`config.mk`:
```
export PLATFORM = sky130hd
export DESIGN_NAME = fetch_prefetch
export DESIGN_NICKNAME = d
export VERILOG_FILES = /design/src/rtl/fetch_prefetch.sv
export SDC_FILE = /design/constraint.sdc
export NUM_CORES = 1
export LEC_CHECK = 0
export BUFFER_PORTS_ARGS = -buffer_cell sky130_fd_sc_hd__buf_2
export CORE_MARGIN = 2
export CORE_UTILIZATION = 54
export CTS_BUF_LIST = sky130_fd_sc_hd__clkbuf_8
export CTS_CLUSTER_DIAMETER = 30
export DETAILED_ROUTE_END_ITERATION = 8
export GPL_TIMING_DRIVEN = 1
export PLACE_DENSITY = 0.85
export SLEW_MARGIN = 20
export SYNTH_ARGS = -nofsm -noshare
export SYNTH_HDL_FRONTEND = slang
export SYNTH_SLANG_ARGS = --single-unit
```
`constraint.sdc`:
```
create_clock -name clk -period 2 [get_ports clk]
set_input_delay 0.5 -clock clk [delete_from_list [all_inputs] [get_ports clk]]
set_output_delay 0.5 -clock clk [all_outputs]
set_load 0.05 [all_outputs]
```
`src/rtl/fetch_prefetch.sv`:
```
// Instruction-fetch front end: issues sequential reads, captures 1-cycle-latency data
// into a small prefetch FIFO feeding decode, and flushes on redirect.
module fetch_prefetch #(
    parameter int                AWIDTH   = 16,
    parameter int                DWIDTH   = 16,
    parameter int                DEPTH    = 4,
    parameter logic [AWIDTH-1:0] RESET_PC = '0
) (
    input  logic              clk,
    input  logic              rst,
    output logic              mem_re,
    output logic [AWIDTH-1:0] mem_raddr,
    input  logic [DWIDTH-1:0] mem_rdata,
    output logic              out_valid,
    output logic [DWIDTH-1:0] out_insn,
    output logic [AWIDTH-1:0] out_pc,
    input  logic              out_ready,
    input  logic              redirect,
    input  logic [AWIDTH-1:0] redirect_pc
);

    localparam int PW = (DEPTH > 1) ? $clog2(DEPTH) : 1;
    localparam int CW = $clog2(DEPTH + 1);
    localparam logic [CW:0] DEPTH_W = (CW + 1)'(DEPTH);

    logic [AWIDTH-1:0] pc_q, pc_d;
    logic [AWIDTH-1:0] pend_pc_q, pend_pc_d;
    logic              pend_q, pend_d;
    logic [CW-1:0]     count_q, count_d;
    logic [PW-1:0]     rd_ptr_q, rd_ptr_d;
    logic [PW-1:0]     wr_ptr_q, wr_ptr_d;

    logic [AWIDTH-1:0] pc_mem   [DEPTH];
    logic [DWIDTH-1:0] insn_mem [DEPTH];

    logic [CW:0] used;
    logic        push;
    logic        pop;

    // The in-flight read reserves a slot; a same-cycle pop earns no credit.
    assign used      = {1'b0, count_q} + {{CW{1'b0}}, pend_q};
    assign mem_re    = rst && !redirect && (used < DEPTH_W);
    assign mem_raddr = pc_q;

    assign out_valid = (count_q != '0);
    assign out_insn  = insn_mem[rd_ptr_q];
    assign out_pc    = pc_mem[rd_ptr_q];

    assign push = pend_q && !redirect;
    assign pop  = out_valid && out_ready && !redirect;

    always_comb begin
        pc_d      = pc_q;
        pend_pc_d = pend_pc_q;
        pend_d    = 1'b0;
        count_d   = count_q;
        rd_ptr_d  = rd_ptr_q;
        wr_ptr_d  = wr_ptr_q;
        if (redirect) begin
            pc_d     = redirect_pc;
            count_d  = '0;
            rd_ptr_d = '0;
            wr_ptr_d = '0;
        end else begin
            if (mem_re) begin
                pc_d      = pc_q + AWIDTH'(1);
                pend_d    = 1'b1;
                pend_pc_d = pc_q;
            end
            if (push) begin
                wr_ptr_d = wr_ptr_q + PW'(1);
            end
            if (pop) begin
                rd_ptr_d = rd_ptr_q + PW'(1);
            end
            count_d = count_q + CW'(push) - CW'(pop);
        end
    end

    always_ff @(posedge clk or negedge rst) begin
        if (!rst) begin
            pc_q      <= RESET_PC;
            pend_pc_q <= '0;
            pend_q    <= 1'b0;
            count_q   <= '0;
            rd_ptr_q  <= '0;
            wr_ptr_q  <= '0;
        end else begin
            pc_q      <= pc_d;
            pend_pc_q <= pend_pc_d;
            pend_q    <= pend_d;
            count_q   <= count_d;
            rd_ptr_q  <= rd_ptr_d;
            wr_ptr_q  <= wr_ptr_d;
        end
    end

    // Entry storage needs no reset; validity is tracked by count_q.
    always_ff @(posedge clk) begin
        if (push) begin
            pc_mem[wr_ptr_q]   <= pend_pc_q;
            insn_mem[wr_ptr_q] <= mem_rdata;
        end
    end

endmodule

```
==> impl_results.md, run 1 <==
- Number of buffers inserted by port buffering: 85
- Sum of net half-perimeters after detailed placement: 8430 um
- Chain of cells forming the critical path: buf_12 > buf_12 > mux4_2 > buf_6
- Part of the cycle the worst path needs: 1.17
- Number of ports placed on the die boundary: 86
- Detailed Routing Iterations Pass 1: 4
- Post-route worst setup slack: -0.337 ns
- Unique cell type count in the Yosys netlist: 42
- Synth Area per Inst: 18.3 sq um
- Cell with the largest stage delay on the worst path: sky130_fd_sc_hd__mux4_2
- Internal power: 7130 uW
- Final cell count without fillers: 678
- Sequential Power Share: 0.429
- Number of nets at the end of the flow: 542
- Area of the mapped netlist: 0.00669 sq mm
- First-pass GRT wire length: 21300 um
- Antenna diode count: 0
- Chip height: 115 um
- Critical path start-end classification: flip-flop to output port
- Number of global-route vias before repair: 4087
- Number of enable flip-flop cells after synthesis: 128
- Sum of internal, switching and leakage power: 10600 uW
- RSZ-0062 raised after global routing: true
- Sink count of the clock tree: 168
- End point of the critical path: out_pc[7]
- Fraction of final layout cells sized beyond drive strength 1: 0.482
- Routed vias: 3949
- Switching part of the total: 0.326
- Width of the die: 115 um
- Clock network fraction of design power: 0.231
- Share of power burned in combinational logic: 0.340
- Setup crit end kind: output port
- Worst hold path class: input port to asynchronous set/reset pin
- Worst reg-to-reg path cell count: 11
- Worst path most repeated cell: sky130_fd_sc_hd__buf_12
- Number of nets in the synthesized netlist: 411
- Count of endpoints failing hold in the final timing report: 0
- Number of storage elements in the synthesis netlist: 168
- Clock tree buffer depth: 2
- Largest vdd supply drop: 0.000740 V
- Number of clock buffers inserted by TritonCTS: 17
- Final worst clock skew: 0.0125 ns
- Placeable Area: 0.0121 sq mm
- Pins over their slew limit: 0
- Pre-CTS setup slack: -0.101 ns
- Relative max-transition margin: 0.650
- Starting DRT DRC Count: 335
- Overall fraction of global-route tracks in use: 0.216
- Clock-pin slew reported for the worst setup and hold paths after clock tree synthesis: 0.08 ns
- Clock latency at the later pin of the worst-skew pair: 0.45 ns
- Cell Pwr Density: 1240 mW/mm^2
- Die area: 0.0133 sq mm
- Proportion of synthesized flip-flops having asynchronous set or reset: 0.238
- Net switching component of the power: 3460 uW
- Mean number of vias per cell: 5.82
- Worst setup startpoint: rd_ptr_q[0]$_DFFE_PN0P_
- Least-Margin Pin Slew: 0.521 ns
- Violated checks: setup timing
- CTS root buf: sky130_fd_sc_hd__clkbuf_8
- Total congestion overflow after global routing: 0
- Maximum clock frequency: 428 MHz
- Number of instances in the placed design: 629
- Antenna Nets Post-Route: 0
- Largest net degree at the start of global routing: 33
- Shortest clock period the worst path allows after layout: 2.34 ns
- Sequential fraction of the synthesis area: 0.724
- Reg2reg end: count_q[2]$_DFF_PN0_
- Residual DRC count: 0
- Worst path required time: 1.50 ns
- Reg2reg setup slack: -0.15 ns
- Initial antenna violation count: 0
- Starting density of the core: 0.555
- Static leakage power: 0.00305 uW
- Final routed wirelength across all metal layers: 14000 um
- Number of max-cap violations: 0
- Total Neg Setup Slack: -10.61 ns
- Number of standard cells after synthesis: 366
- Core Rows: 40
- Status: finished, violations left
- Startpoint of the lowest-slack register-to-register path: count_q[1]$_DFF_PN0_
- Number of buffers and inverters on the critical path: 3
- Worst Path Arrival: 1.84 ns
- Warnings from Yosys: 0
- TritonCTS clock tree: built
- Cell family contributing the most delay on the critical path: multiplexers
- DR WL/cell: 20.7 um
- CP Max Fanout: 6
- H-tree level count: 4
- Main flop type after synthesis: sky130_fd_sc_hd__edfxtp_1
- Number of failing setup endpoints in the final timing report: 37
- Post-synthesis to final-layout area growth: 27.8%
- Total number of cells along the worst setup path: 4
- Final weighted congestion in routability-driven placement: 0.835
- Sort of element at the start of the critical path: flip-flop
- Delay of the slowest cell on the worst path: 0.54 ns
==> how the worst min path moves through the flow <==
stage	from	endpoint	slack, ns	cells past startpoint
final	rst	mem_raddr[0]$_DFFE_PN0P_	0.03	2
after global placement	rst	pend_q$_DFF_PN0_	0.45	2
after floorplan	rst	count_q[0]$_DFF_PN0_	0.20	0
after global routing	rst	mem_raddr[0]$_DFFE_PN0P_	0.02	2
after detailed placement	rst	pend_q$_DFF_PN0_	0.46	2
after CTS	rst	mem_raddr[0]$_DFFE_PN0P_	0.01	2
==> layout make-up <==
| class | count | area [sq um] |
|---|---|---|
| sequential | 168 | 4860 |
| fill | 696 | 3510 |
| multi-input combinational | 175 | 1860 |
| timing repair buffer | 128 | 1180 |
| clock buffer | 19 | 262 |
| tap | 168 | 210 |
| clock inverter | 13 | 155 |
| inverter | 7 | 26.3 |
==> logic make-up (layout without fill, tap and decap cells) <==
logic type	count (synthesis)	count (layout)	share of synthesized area
AND/OR/NAND/NOR	79	79	0.0666
AO/OA/AOI/OAI	31	31	0.0310
XOR/XNOR	5	5	0.00655
flip-flops	168	168	0.724
adder cells (fa/ha/maj)	9	9	0.0180
multiplexers	51	51	0.139
buffers and inverters	23	167	0.0146
==> through the flow <==
| stage | hold WS (ns) | utilization | instance area [sq um] |
|---|---|---|---|
| global route | 0.0206 | 0.709 | 8550 |
| global placement | 0.453 | 0.629 | 7590 |
| finish | 0.0329 | 0.709 | 8550 |
| floorplan | 0.204 | - | 6740 |
| CTS | 0.00966 | 0.690 | 8330 |
| detailed placement | 0.461 | 0.629 | 7590 |
==> placed cells by master (no fill, tap or decap), types with 2 or more instances in the layout <==
cell type	count
sky130_fd_sc_hd__nand4_1	5
sky130_fd_sc_hd__buf_8	3
sky130_fd_sc_hd__and4_1	2
sky130_fd_sc_hd__clkinvlp_4	4
sky130_fd_sc_hd__xor2_1	2
sky130_fd_sc_hd__inv_1	6
sky130_fd_sc_hd__inv_2	2
sky130_fd_sc_hd__mux2_2	16
sky130_fd_sc_hd__buf_6	36
sky130_fd_sc_hd__nand3_1	4
sky130_fd_sc_hd__edfxtp_1	128
sky130_fd_sc_hd__mux2i_1	2
sky130_fd_sc_hd__nor2_4	2
sky130_fd_sc_hd__nand2_1	13
sky130_fd_sc_hd__clkinv_2	2
sky130_fd_sc_hd__and2_2	4
sky130_fd_sc_hd__ha_4	2
sky130_fd_sc_hd__ha_1	5
sky130_fd_sc_hd__dfrtp_1	29
sky130_fd_sc_hd__or4_1	5
sky130_fd_sc_hd__o31ai_2	2
sky130_fd_sc_hd__dfrtp_2	11
sky130_fd_sc_hd__and2_1	2
sky130_fd_sc_hd__o211ai_1	2
sky130_fd_sc_hd__mux4_2	32
sky130_fd_sc_hd__buf_4	24
sky130_fd_sc_hd__buf_2	51
sky130_fd_sc_hd__bufinv_16	3
sky130_fd_sc_hd__o31ai_1	7
sky130_fd_sc_hd__buf_12	9
sky130_fd_sc_hd__a31oi_1	11
sky130_fd_sc_hd__clkbuf_8	19
sky130_fd_sc_hd__clkinv_4	2
sky130_fd_sc_hd__o21ai_0	4
sky130_fd_sc_hd__xnor2_1	3
sky130_fd_sc_hd__nor2_1	19
sky130_fd_sc_hd__clkbuf_16	4
sky130_fd_sc_hd__or4_4	6
sky130_fd_sc_hd__nor2b_1	4
==> worst register-to-register path, cell delays in order (launching register included) <==
cell and delay, ns:
sky130_fd_sc_hd__dfrtp_1 0.41, sky130_fd_sc_hd__buf_4 0.14, sky130_fd_sc_hd__or3_4 0.39, sky130_fd_sc_hd__nand2_4 0.08
sky130_fd_sc_hd__nor2_4 0.04, sky130_fd_sc_hd__ha_4 0.21, sky130_fd_sc_hd__inv_2 0.06, sky130_fd_sc_hd__ha_4 0.12
sky130_fd_sc_hd__inv_2 0.03, sky130_fd_sc_hd__fa_2 0.32, sky130_fd_sc_hd__xnor2_1 0.15, sky130_fd_sc_hd__nor2_1 0.07
==> routing by layer <==
metal,GRT usage,share of wire,up-vias
met5,0,0,-
met4,0.0779,0.024,0
met3,0.0522,0.060,36
met2,0.376,0.52,193
met1,0.263,0.39,1991
li1,-,-,1729
==> power by group through the flow <==
stage	registers (uW)	clock network (uW)	logic, uW
2_1_floorplan	4630	0	1980
3_3_place_gp	4570	0	2780
3_5_place_dp	4620	0	2830
4_1_cts	4550	2490	3270
5_1_grt	4590	2630	3760
6_report	4550	2450	3600
==> synthesized netlist by cell type, types with 2 or more instances <==
library cell / count / area, sq um
sky130_fd_sc_hd__dfrtp_1: 40 / 1000
sky130_fd_sc_hd__or4_1: 8 / 60.1
sky130_fd_sc_hd__mux2_2: 16 / 180
sky130_fd_sc_hd__or3_1: 2 / 12.5
sky130_fd_sc_hd__buf_2: 5 / 25.0
sky130_fd_sc_hd__mux2i_1: 3 / 30.0
sky130_fd_sc_hd__nand4_1: 5 / 31.3
sky130_fd_sc_hd__clkbuf_1: 10 / 37.5
sky130_fd_sc_hd__inv_1: 6 / 22.5
sky130_fd_sc_hd__nor2b_1: 4 / 25.0
sky130_fd_sc_hd__o21ai_0: 4 / 20.0
sky130_fd_sc_hd__nor2_1: 21 / 78.8
sky130_fd_sc_hd__o211ai_1: 2 / 15.0
sky130_fd_sc_hd__nand2_1: 14 / 52.6
sky130_fd_sc_hd__nand3_1: 5 / 25.0
sky130_fd_sc_hd__edfxtp_1: 128 / 3840
sky130_fd_sc_hd__ha_1: 8 / 100
sky130_fd_sc_hd__xor2_1: 2 / 17.5
sky130_fd_sc_hd__a31oi_1: 12 / 75.1
sky130_fd_sc_hd__o31ai_1: 9 / 67.6
sky130_fd_sc_hd__and2_1: 6 / 37.5
sky130_fd_sc_hd__or4_2: 2 / 17.5
sky130_fd_sc_hd__and4_1: 2 / 17.5
sky130_fd_sc_hd__xnor2_1: 3 / 26.3
sky130_fd_sc_hd__mux4_2: 32 / 721
==> flip-flops by register name, indices dropped and copies added, names as in the netlist <==
signal and count:
count_q 3, insn_mem 64, mem_raddr 16, pc_mem 64, pend_pc_q 16, pend_q 1
rd_ptr_q 2, wr_ptr_q 2
==> timing repair <==
item | 4_1_cts | 5_1_grt
cloned | 0 | 4
buffers inserted | 7 | 6
endpoints found under the setup margin | 46 | 65
hold endpoints to repair | 3 | 0
pin swaps | 18 | 13
gates resized for setup | 80 | 17
hold buffers | 1 | 0
Power figures use the tool's default switching activity.
==> run 2: changes to the inputs <==
--- a/config.mk
+++ b/config.mk
@@ -13,6 +13,7 @@
 export DETAILED_ROUTE_END_ITERATION = 8
 export GPL_TIMING_DRIVEN = 1
 export PLACE_DENSITY = 0.85
+export SETUP_SLACK_MARGIN = 0.02
 export SLEW_MARGIN = 20
 export SYNTH_ARGS = -nofsm -noshare
 export SYNTH_HDL_FRONTEND = slang
==> impl_results.md, run 2 (synthesized netlist as in run 1, its figures left out) <==
- Status: finished, violations left (unchanged)
- Violated checks: setup timing (unchanged)
- Fraction of final layout cells sized beyond drive strength 1: 0.489 (was 0.482)
- Final worst clock skew: 0.0236 ns (was 0.0125 ns)
- Final routed wirelength across all metal layers: 14800 um (was 14000 um)
- Critical path start-end classification: flip-flop to output port (unchanged)
- Number of buffers and inverters on the critical path: 3 (unchanged)
- Pre-CTS setup slack: -0.0876 ns (was -0.101 ns)
- Worst path most repeated cell: sky130_fd_sc_hd__buf_12 (unchanged)
- Placeable Area: 0.0121 sq mm (unchanged)
- Top flop regs: insn_mem (64), pc_mem (64) (unchanged)
- TritonCTS clock tree: built (unchanged)
- Mean number of vias per cell: 5.87 (was 5.82)
- First-pass GRT wire length: 22000 um (was 21300 um)
- Pins over their slew limit: 0 (unchanged)
- Global-route layer with the greatest usage: met2 (unchanged)
- Clock-pin slew reported for the worst setup and hold paths after clock tree synthesis: 0.09 ns (was 0.08 ns)
- Delay of the slowest cell on the worst path: 0.55 ns (was 0.54 ns)
- Routed vias: 4006 (was 3949)
- Initial antenna violation count: 0 (unchanged)
- Cell with the largest stage delay on the worst path: sky130_fd_sc_hd__mux4_2 (unchanged)
- Final weighted congestion in routability-driven placement: 0.803 (was 0.835)
- Global-route track usage on met2: 0.368 (was 0.376)
- Clock tree buffer depth: 2 (unchanged)
- Static leakage power: 0.00307 uW (was 0.00305 uW)
- Core Rows: 40 (unchanged)
- Met1 Use GR: 0.291 (was 0.263)
- Cell family contributing the most delay on the critical path: multiplexers (unchanged)
- Largest net degree at the start of global routing: 33 (unchanged)
- Worst setup startpoint: rd_ptr_q[0]$_DFFE_PN0P_ (unchanged)
- Reg2reg setup slack: -0.24 ns (was -0.15 ns)
- Clock network fraction of design power: 0.226 (was 0.231)
- Maximum clock frequency: 431 MHz (was 428 MHz)
- Number of clock buffers inserted by TritonCTS: 17 (unchanged)
- Chain of cells forming the critical path: buf_12 > buf_12 > mux4_2 > buf_6 (unchanged)
- Starting DRT DRC Count: 334 (was 335)
- Least-Margin Pin Slew: 0.454 ns (was 0.521 ns)
- Antenna diode count: 0 (unchanged)
- Shortest clock period the worst path allows after layout: 2.32 ns (was 2.34 ns)
- Post-route worst setup slack: -0.321 ns (was -0.337 ns)
- Number of instances in the placed design: 636 (was 629)
- Number of global-route vias before repair: 4178 (was 4087)
- CTS root buf: sky130_fd_sc_hd__clkbuf_8 (unchanged)
- Share of power burned in combinational logic: 0.343 (was 0.340)
- Chip height: 115 um (unchanged)
- Number of ports placed on the die boundary: 86 (unchanged)
- Net switching component of the power: 3600 uW (was 3460 uW)
- Overall fraction of global-route tracks in use: 0.224 (was 0.216)
- CP Max Fanout: 6 (unchanged)
- Part of the cycle the worst path needs: 1.16 (was 1.17)
- Worst hold path class: input port to asynchronous set/reset pin (unchanged)
- Residual DRC count: 0 (unchanged)
- Grt met3 use: 0.0427 (was 0.0522)
- Starting density of the core: 0.555 (unchanged)
- Final cell count without fillers: 683 (was 678)
- Total congestion overflow after global routing: 0 (unchanged)
- Sequential Power Share: 0.430 (was 0.429)
- H-tree level count: 4 (unchanged)
- Worst path required time: 1.50 ns (about the same)
- Antenna Nets Post-Route: 0 (unchanged)
- Relative max-transition margin: 0.694 (was 0.650)
- Count of endpoints failing hold in the final timing report: 0 (unchanged)
- Largest vdd supply drop: 0.000598 V (was 0.000740 V)
- DR WL/cell: 21.6 um (was 20.7 um)
- Sum of internal, switching and leakage power: 10600 uW (about the same)
- Worst reg-to-reg path cell count: 10 (was 11)
- Number of failing setup endpoints in the final timing report: 38 (was 37)
- Die area: 0.0133 sq mm (unchanged)
- Number of max-cap violations: 0 (unchanged)
- Sort of element at the start of the critical path: flip-flop (unchanged)
- Sink count of the clock tree: 168 (unchanged)
- Startpoint of the lowest-slack register-to-register path: count_q[2]$_DFF_PN0_ (was count_q[1]$_DFF_PN0_)
- Most common library cell in the layout ignoring fill and taps: sky130_fd_sc_hd__edfxtp_1 (unchanged)
- Filler Cell Count: 699 (was 696)
- Post-synthesis to final-layout area growth: 28.7% (was 27.8%)
- Internal power: 6980 uW (was 7130 uW)
- Storage element area: 0.00486 sq mm (unchanged)
- Reg2reg end: count_q[1]$_DFF_PN0_ (was count_q[2]$_DFF_PN0_)
- Clock latency at the later pin of the worst-skew pair: 0.44 ns (was 0.45 ns)
- Most used cells in the layout excluding fill and tap cells: 128 x sky130_fd_sc_hd__edfxtp_1, 51 x sky130_fd_sc_hd__buf_2, 40 x sky130_fd_sc_hd__buf_6 (was 128 x sky130_fd_sc_hd__edfxtp_1, 51 x sky130_fd_sc_hd__buf_2, 36 x sky130_fd_sc_hd__buf_6)
- Setup crit end kind: output port (unchanged)
- Area taken by multi-input logic gates: 0.00191 sq mm (was 0.00186 sq mm)
- Number of nets at the end of the flow: 547 (was 542)
- Cell Pwr Density: 1230 mW/mm^2 (was 1240 mW/mm^2)
- Switching part of the total: 0.340 (was 0.326)
- Worst Path Arrival: 1.82 ns (was 1.84 ns)
- Sum of net half-perimeters after detailed placement: 8350 um (was 8430 um)
- RSZ-0062 raised after global routing: true (unchanged)
- Number of buffers inserted by port buffering: 85 (unchanged)
- Width of the die: 115 um (unchanged)
- Detailed Routing Iterations Pass 1: 6 (was 4)
- Total number of cells along the worst setup path: 4 (unchanged)
- End point of the critical path: out_pc[4] (was out_pc[7])
[run 2: cell types whose count changed in the layout (fill, tap and decap cells not counted), moves of 3 or more]
cell,previous run,this run
sky130_fd_sc_hd__inv_6,0,5
sky130_fd_sc_hd__buf_6,36,40
sky130_fd_sc_hd__clkbuf_16,4,1
sky130_fd_sc_hd__buf_4,24,27
[run 2: worst min-delay path by stage]
| stage | endpoint | slack [ns] | cells past startpoint |
|---|---|---|---|
| 5_1_grt | mem_raddr[14]$_DFFE_PN0P_ | 0.07 | 2 |
| 3_5_place_dp | mem_raddr[1]$_DFFE_PN0P_ | 0.46 | 2 |
| 3_3_place_gp | mem_raddr[1]$_DFFE_PN0P_ | 0.45 | 2 |
| 2_1_floorplan | count_q[0]$_DFF_PN0_ | 0.20 | 0 |
| 4_1_cts | mem_raddr[14]$_DFFE_PN0P_ | 0.05 | 2 |
| 6_report | mem_raddr[14]$_DFFE_PN0P_ | 0.08 | 2 |
[run 2: cell type report]
class / count / area share
clock buffer: 17 / 0.0272
clock inverter: 15 / 0.0190
inverter: 7 / 0.00334
multi-input combinational: 175 / 0.222
sequential: 168 / 0.564
tap: 168 / 0.0244
timing repair buffer: 133 / 0.140
[run 2: per-stage QoR]
step / area [sq um] / hold slack [ns] / setup TNS [ns] / utilization
floorplan: 6760 / 0.204 / -0.369 / -
global placement: 7660 / 0.449 / -0.0807 / 0.635
detailed placement: 7660 / 0.457 / -0.534 / 0.635
CTS: 8450 / 0.0507 / -11.22 / 0.701
global route: 8610 / 0.0719 / -12.96 / 0.714
finish: 8610 / 0.0793 / -10.04 / 0.714
[run 2: power by group through the flow]
stage	Clock [uW]	Combinational (uW)	Sequential (uW)
final	2390	3630	4550
after global routing	2580	3800	4580
after CTS	2400	3480	4510
after detailed placement	0	2870	4610
after global placement	0	2830	4560
after floorplan	0	1990	4630
[run 2: timing repair]
item	in CTS	in global routing
pin swaps	20	21
resized for setup	85	20
buffers inserted	9	5
hold buffers	1	0
gates cloned	2	1
endpoints found under the hold margin	1	0
setup endpoints to repair	63	64
[run 2: layer usage]
metal  up-vias  share of wire
met5         -              0
met4         0          0.024
met3        29          0.065
met2       192           0.52
met1      2044           0.39
li1       1741              -
==> run 3: changes to the inputs <==
--- a/config.mk
+++ b/config.mk
@@ -14,6 +14,7 @@
 export GPL_TIMING_DRIVEN = 1
 export PLACE_DENSITY = 0.85
 export SETUP_SLACK_MARGIN = 0.02
+export SKIP_CTS_REPAIR_TIMING = 1
 export SLEW_MARGIN = 20
 export SYNTH_ARGS = -nofsm -noshare
 export SYNTH_HDL_FRONTEND = slang
==> constraint.sdc (replaced) <==
create_clock -name clk -period 2 [get_ports clk]
set_input_delay 0.1 -clock clk [delete_from_list [all_inputs] [get_ports clk]]
set_output_delay 0.1 -clock clk [all_outputs]
set_load 0.05 [all_outputs]
==> impl_results.md, run 3 (synthesized netlist as in run 1, its figures left out) <==
- Chain of cells forming the critical path: ha_2 > o211ai_1 > a22oi_2 > buf_6 > buf_6 > or4_1 > a31oi_1 (was buf_12 > buf_12 > mux4_2 > buf_6)
- Largest vdd supply drop: 0.000556 V (was 0.000598 V)
- Final weighted congestion in routability-driven placement: 0.832 (was 0.803)
- Reg2reg setup slack: -0.14 ns (was -0.24 ns)
- Violated checks: setup timing (unchanged)
- Setup crit end kind: flip-flop (was output port)
- Layout Cell Area excl Fill: 0.00880 sq mm (was 0.00861 sq mm)
- Number of max-cap violations: 0 (unchanged)
- Number of global-route vias before repair: 3850 (was 4178)
- Most common library cell in the layout ignoring fill and taps: sky130_fd_sc_hd__edfxtp_1 (unchanged)
- CP Max Fanout: 9 (was 6)
- Clock-pin slew reported for the worst setup and hold paths after clock tree synthesis: 0.08 ns (was 0.09 ns)
- Metal1 wirelength: 5820 um (was 5790 um)
- Worst path most repeated cell: sky130_fd_sc_hd__buf_6 (was sky130_fd_sc_hd__buf_12)
- Number of buffers inserted by port buffering: 85 (unchanged)
- Post-synthesis to final-layout area growth: 31.5% (was 28.7%)
- RSZ-0062 raised after global routing: true (unchanged)
- Post-placement cell area: 0.00765 sq mm (was 0.00766 sq mm)
- Status: finished, violations left (unchanged)
- Share of power burned in combinational logic: 0.325 (was 0.343)
- Antenna diode count: 0 (unchanged)
- Internal power: 7120 uW (was 6980 uW)
- Least-Margin Pin Slew: 0.460 ns (was 0.454 ns)
- Initial antenna violation count: 1 (was 0)
- Clock network fraction of design power: 0.244 (was 0.226)
- Worst path required time: 2.37 ns (was 1.50 ns)
- Critical path start-end classification: flip-flop to flip-flop (was flip-flop to output port)
- Starting density of the core: 0.555 (unchanged)
- Met3 WL: 945 um (was 954 um)
- Sort of element at the start of the critical path: flip-flop (unchanged)
- Detailed Routing Iterations Pass 1: 5 (was 6)
- Switching part of the total: 0.324 (was 0.340)
- Pins over their slew limit: 0 (unchanged)
- Part of the cycle the worst path needs: 1.07 (was 1.16)
- Delay of the slowest cell on the worst path: 0.52 ns (was 0.55 ns)
- Worst Path Arrival: 2.51 ns (was 1.82 ns)
- Sequential Power Share: 0.431 (was 0.430)
- Clock tree buffer depth: 2 (unchanged)
- Sum of net half-perimeters after detailed placement: 8870 um (was 8350 um)
- Highest metal layer with signal wires: met5 (was met4)
- Worst reg-to-reg path cell count: 7 (was 10)
- Top flop regs: insn_mem (64), pc_mem (64) (unchanged)
- Static leakage power: 0.00319 uW (was 0.00307 uW)
- TritonCTS clock tree: built (unchanged)
- Antenna Nets Post-Route: 0 (unchanged)
- Pre-CTS setup slack: -0.0763 ns (was -0.0876 ns)
- Net switching component of the power: 3410 uW (was 3600 uW)
- Count of endpoints failing hold in the final timing report: 0 (unchanged)
- Hold depth: 4
- Largest net degree at the start of global routing: 29 (was 33)
- Width of the die: 115 um (unchanged)
- Relative max-transition margin: 0.691 (was 0.694)
- Die area: 0.0133 sq mm (unchanged)
- Number of nets at the end of the flow: 580 (was 547)
- Final routed wirelength across all metal layers: 15100 um (was 14800 um)
- Overall fraction of global-route tracks in use: 0.208 (was 0.224)
- Final cell count without fillers: 716 (was 683)
- Residual DRC count: 0 (unchanged)
- Clock latency at the later pin of the worst-skew pair: 0.45 ns (was 0.44 ns)
- Maximum clock frequency: 467 MHz (was 431 MHz)
- Total Neg Setup Slack: -0.929 ns (was -10.04 ns)
- DR WL/cell: 21.1 um (was 21.6 um)
- Number of instances in the placed design: 636 (unchanged)
- Worst hold slack after final layout: 0.0545 ns (was 0.0793 ns)
- Placeable Area: 0.0121 sq mm (unchanged)
- Cell with the largest stage delay on the worst path: sky130_fd_sc_hd__or4_1 (was sky130_fd_sc_hd__mux4_2)
- Core Rows: 40 (unchanged)
- Routed vias: 4155 (was 4006)
- Chip height: 115 um (unchanged)
- H-tree level count: 4 (unchanged)
- Mean number of vias per cell: 5.80 (was 5.87)
- Number of ports placed on the die boundary: 86 (unchanged)
- Shortest clock period the worst path allows after layout: 2.14 ns (was 2.32 ns)
- Worst hold path class: input port to flip-flop (was input port to asynchronous set/reset pin)
- Met2 WL: 7910 um (was 7690 um)
- Starting DRT DRC Count: 354 (was 334)
- Post-route worst setup slack: -0.140 ns (was -0.321 ns)
- Final worst clock skew: 0.0129 ns (was 0.0236 ns)
- Cell Pwr Density: 1200 mW/mm^2 (was 1230 mW/mm^2)
- Number of failing setup endpoints in the final timing report: 11 (was 38)
- CTS root buf: sky130_fd_sc_hd__clkbuf_8 (unchanged)
- Fraction of final layout cells sized beyond drive strength 1: 0.434 (was 0.489)
- Total congestion overflow after global routing: 0 (unchanged)
- Sink count of the clock tree: 168 (unchanged)
- Most used cells in the layout excluding fill and tap cells: 128 x sky130_fd_sc_hd__edfxtp_1, 64 x sky130_fd_sc_hd__buf_2, 36 x sky130_fd_sc_hd__dlygate4sd3_1 (was 128 x sky130_fd_sc_hd__edfxtp_1, 51 x sky130_fd_sc_hd__buf_2, 40 x sky130_fd_sc_hd__buf_6)
- First-pass GRT wire length: 20300 um (was 22000 um)
- Number of clock buffers inserted by TritonCTS: 17 (unchanged)
==> run 3: cell types whose count changed in the layout (fill, tap and decap cells not counted), moves of 4 or more <==
cell,before,now
sky130_fd_sc_hd__or4_4,7,3
sky130_fd_sc_hd__inv_1,4,10
sky130_fd_sc_hd__inv_6,5,0
sky130_fd_sc_hd__buf_4,27,34
sky130_fd_sc_hd__buf_2,51,64
sky130_fd_sc_hd__buf_6,40,17
sky130_fd_sc_hd__dlygate4sd3_1,1,36
==> run 3: area by class of cell <==
type | count | area [sq um]
clock buffers | 20 | 275
clock inverters | 12 | 159
inverters | 7 | 26.3
fillers | 676 | 3270
flip-flops and latches | 168 | 4860
well taps | 168 | 210
repair buffers | 166 | 1430
multi-input cells | 175 | 1840
==> run 3: layer usage <==
metal	global-route usage	up-vias
li1	-	1809
met1	0.268	2091
met2	0.336	212
met3	0.0564	41
met4	0.0876	2
met5	0	-
==> run 3: worst paths after layout <==
path	startpoint	end
setup / recovery	count_q[2]$_DFF_PN0_	mem_raddr[5]$_DFFE_PN0P_
hold / removal	out_ready	rd_ptr_q[1]$_DFFE_PN0P_
setup reg to reg	count_q[2]$_DFF_PN0_	mem_raddr[5]$_DFFE_PN0P_
hold reg to reg	pend_pc_q[6]$_DFFE_PN0P_	pc_mem[0][6]$_DFFE_PP_
max in group asynchronous	rst	mem_raddr[1]$_DFFE_PN0P_
min in group asynchronous	rst	count_q[0]$_DFF_PN0_
==> run 3: per-stage QoR <==
stage               utilization  total power (uW)
detailed placement        0.634              7430
global placement          0.634              7310
global route              0.729             10900
floorplan                     -              6600
CTS                       0.670              9950
finish                    0.729             10500
==> run 3: power groups by stage <==
stage / sequential (uW) / combinational (uW) / clock, uW
global route: 4570 / 3600 / 2730
detailed placement: 4630 / 2800 / 0
finish: 4540 / 3420 / 2570
CTS: 4550 / 2810 / 2590
global placement: 4570 / 2740 / 0
floorplan: 4630 / 1970 / 0
==> run 3: worst max-delay path: cells and delay by family, from the launching register on <==
family,cells,cell delay [ns]
AND/OR/NAND/NOR,1,0.52
flip-flops,1,0.41
adder cells (fa/ha/maj),1,0.21
AO/OA/AOI/OAI,3,0.62
buffers and inverters,2,0.30
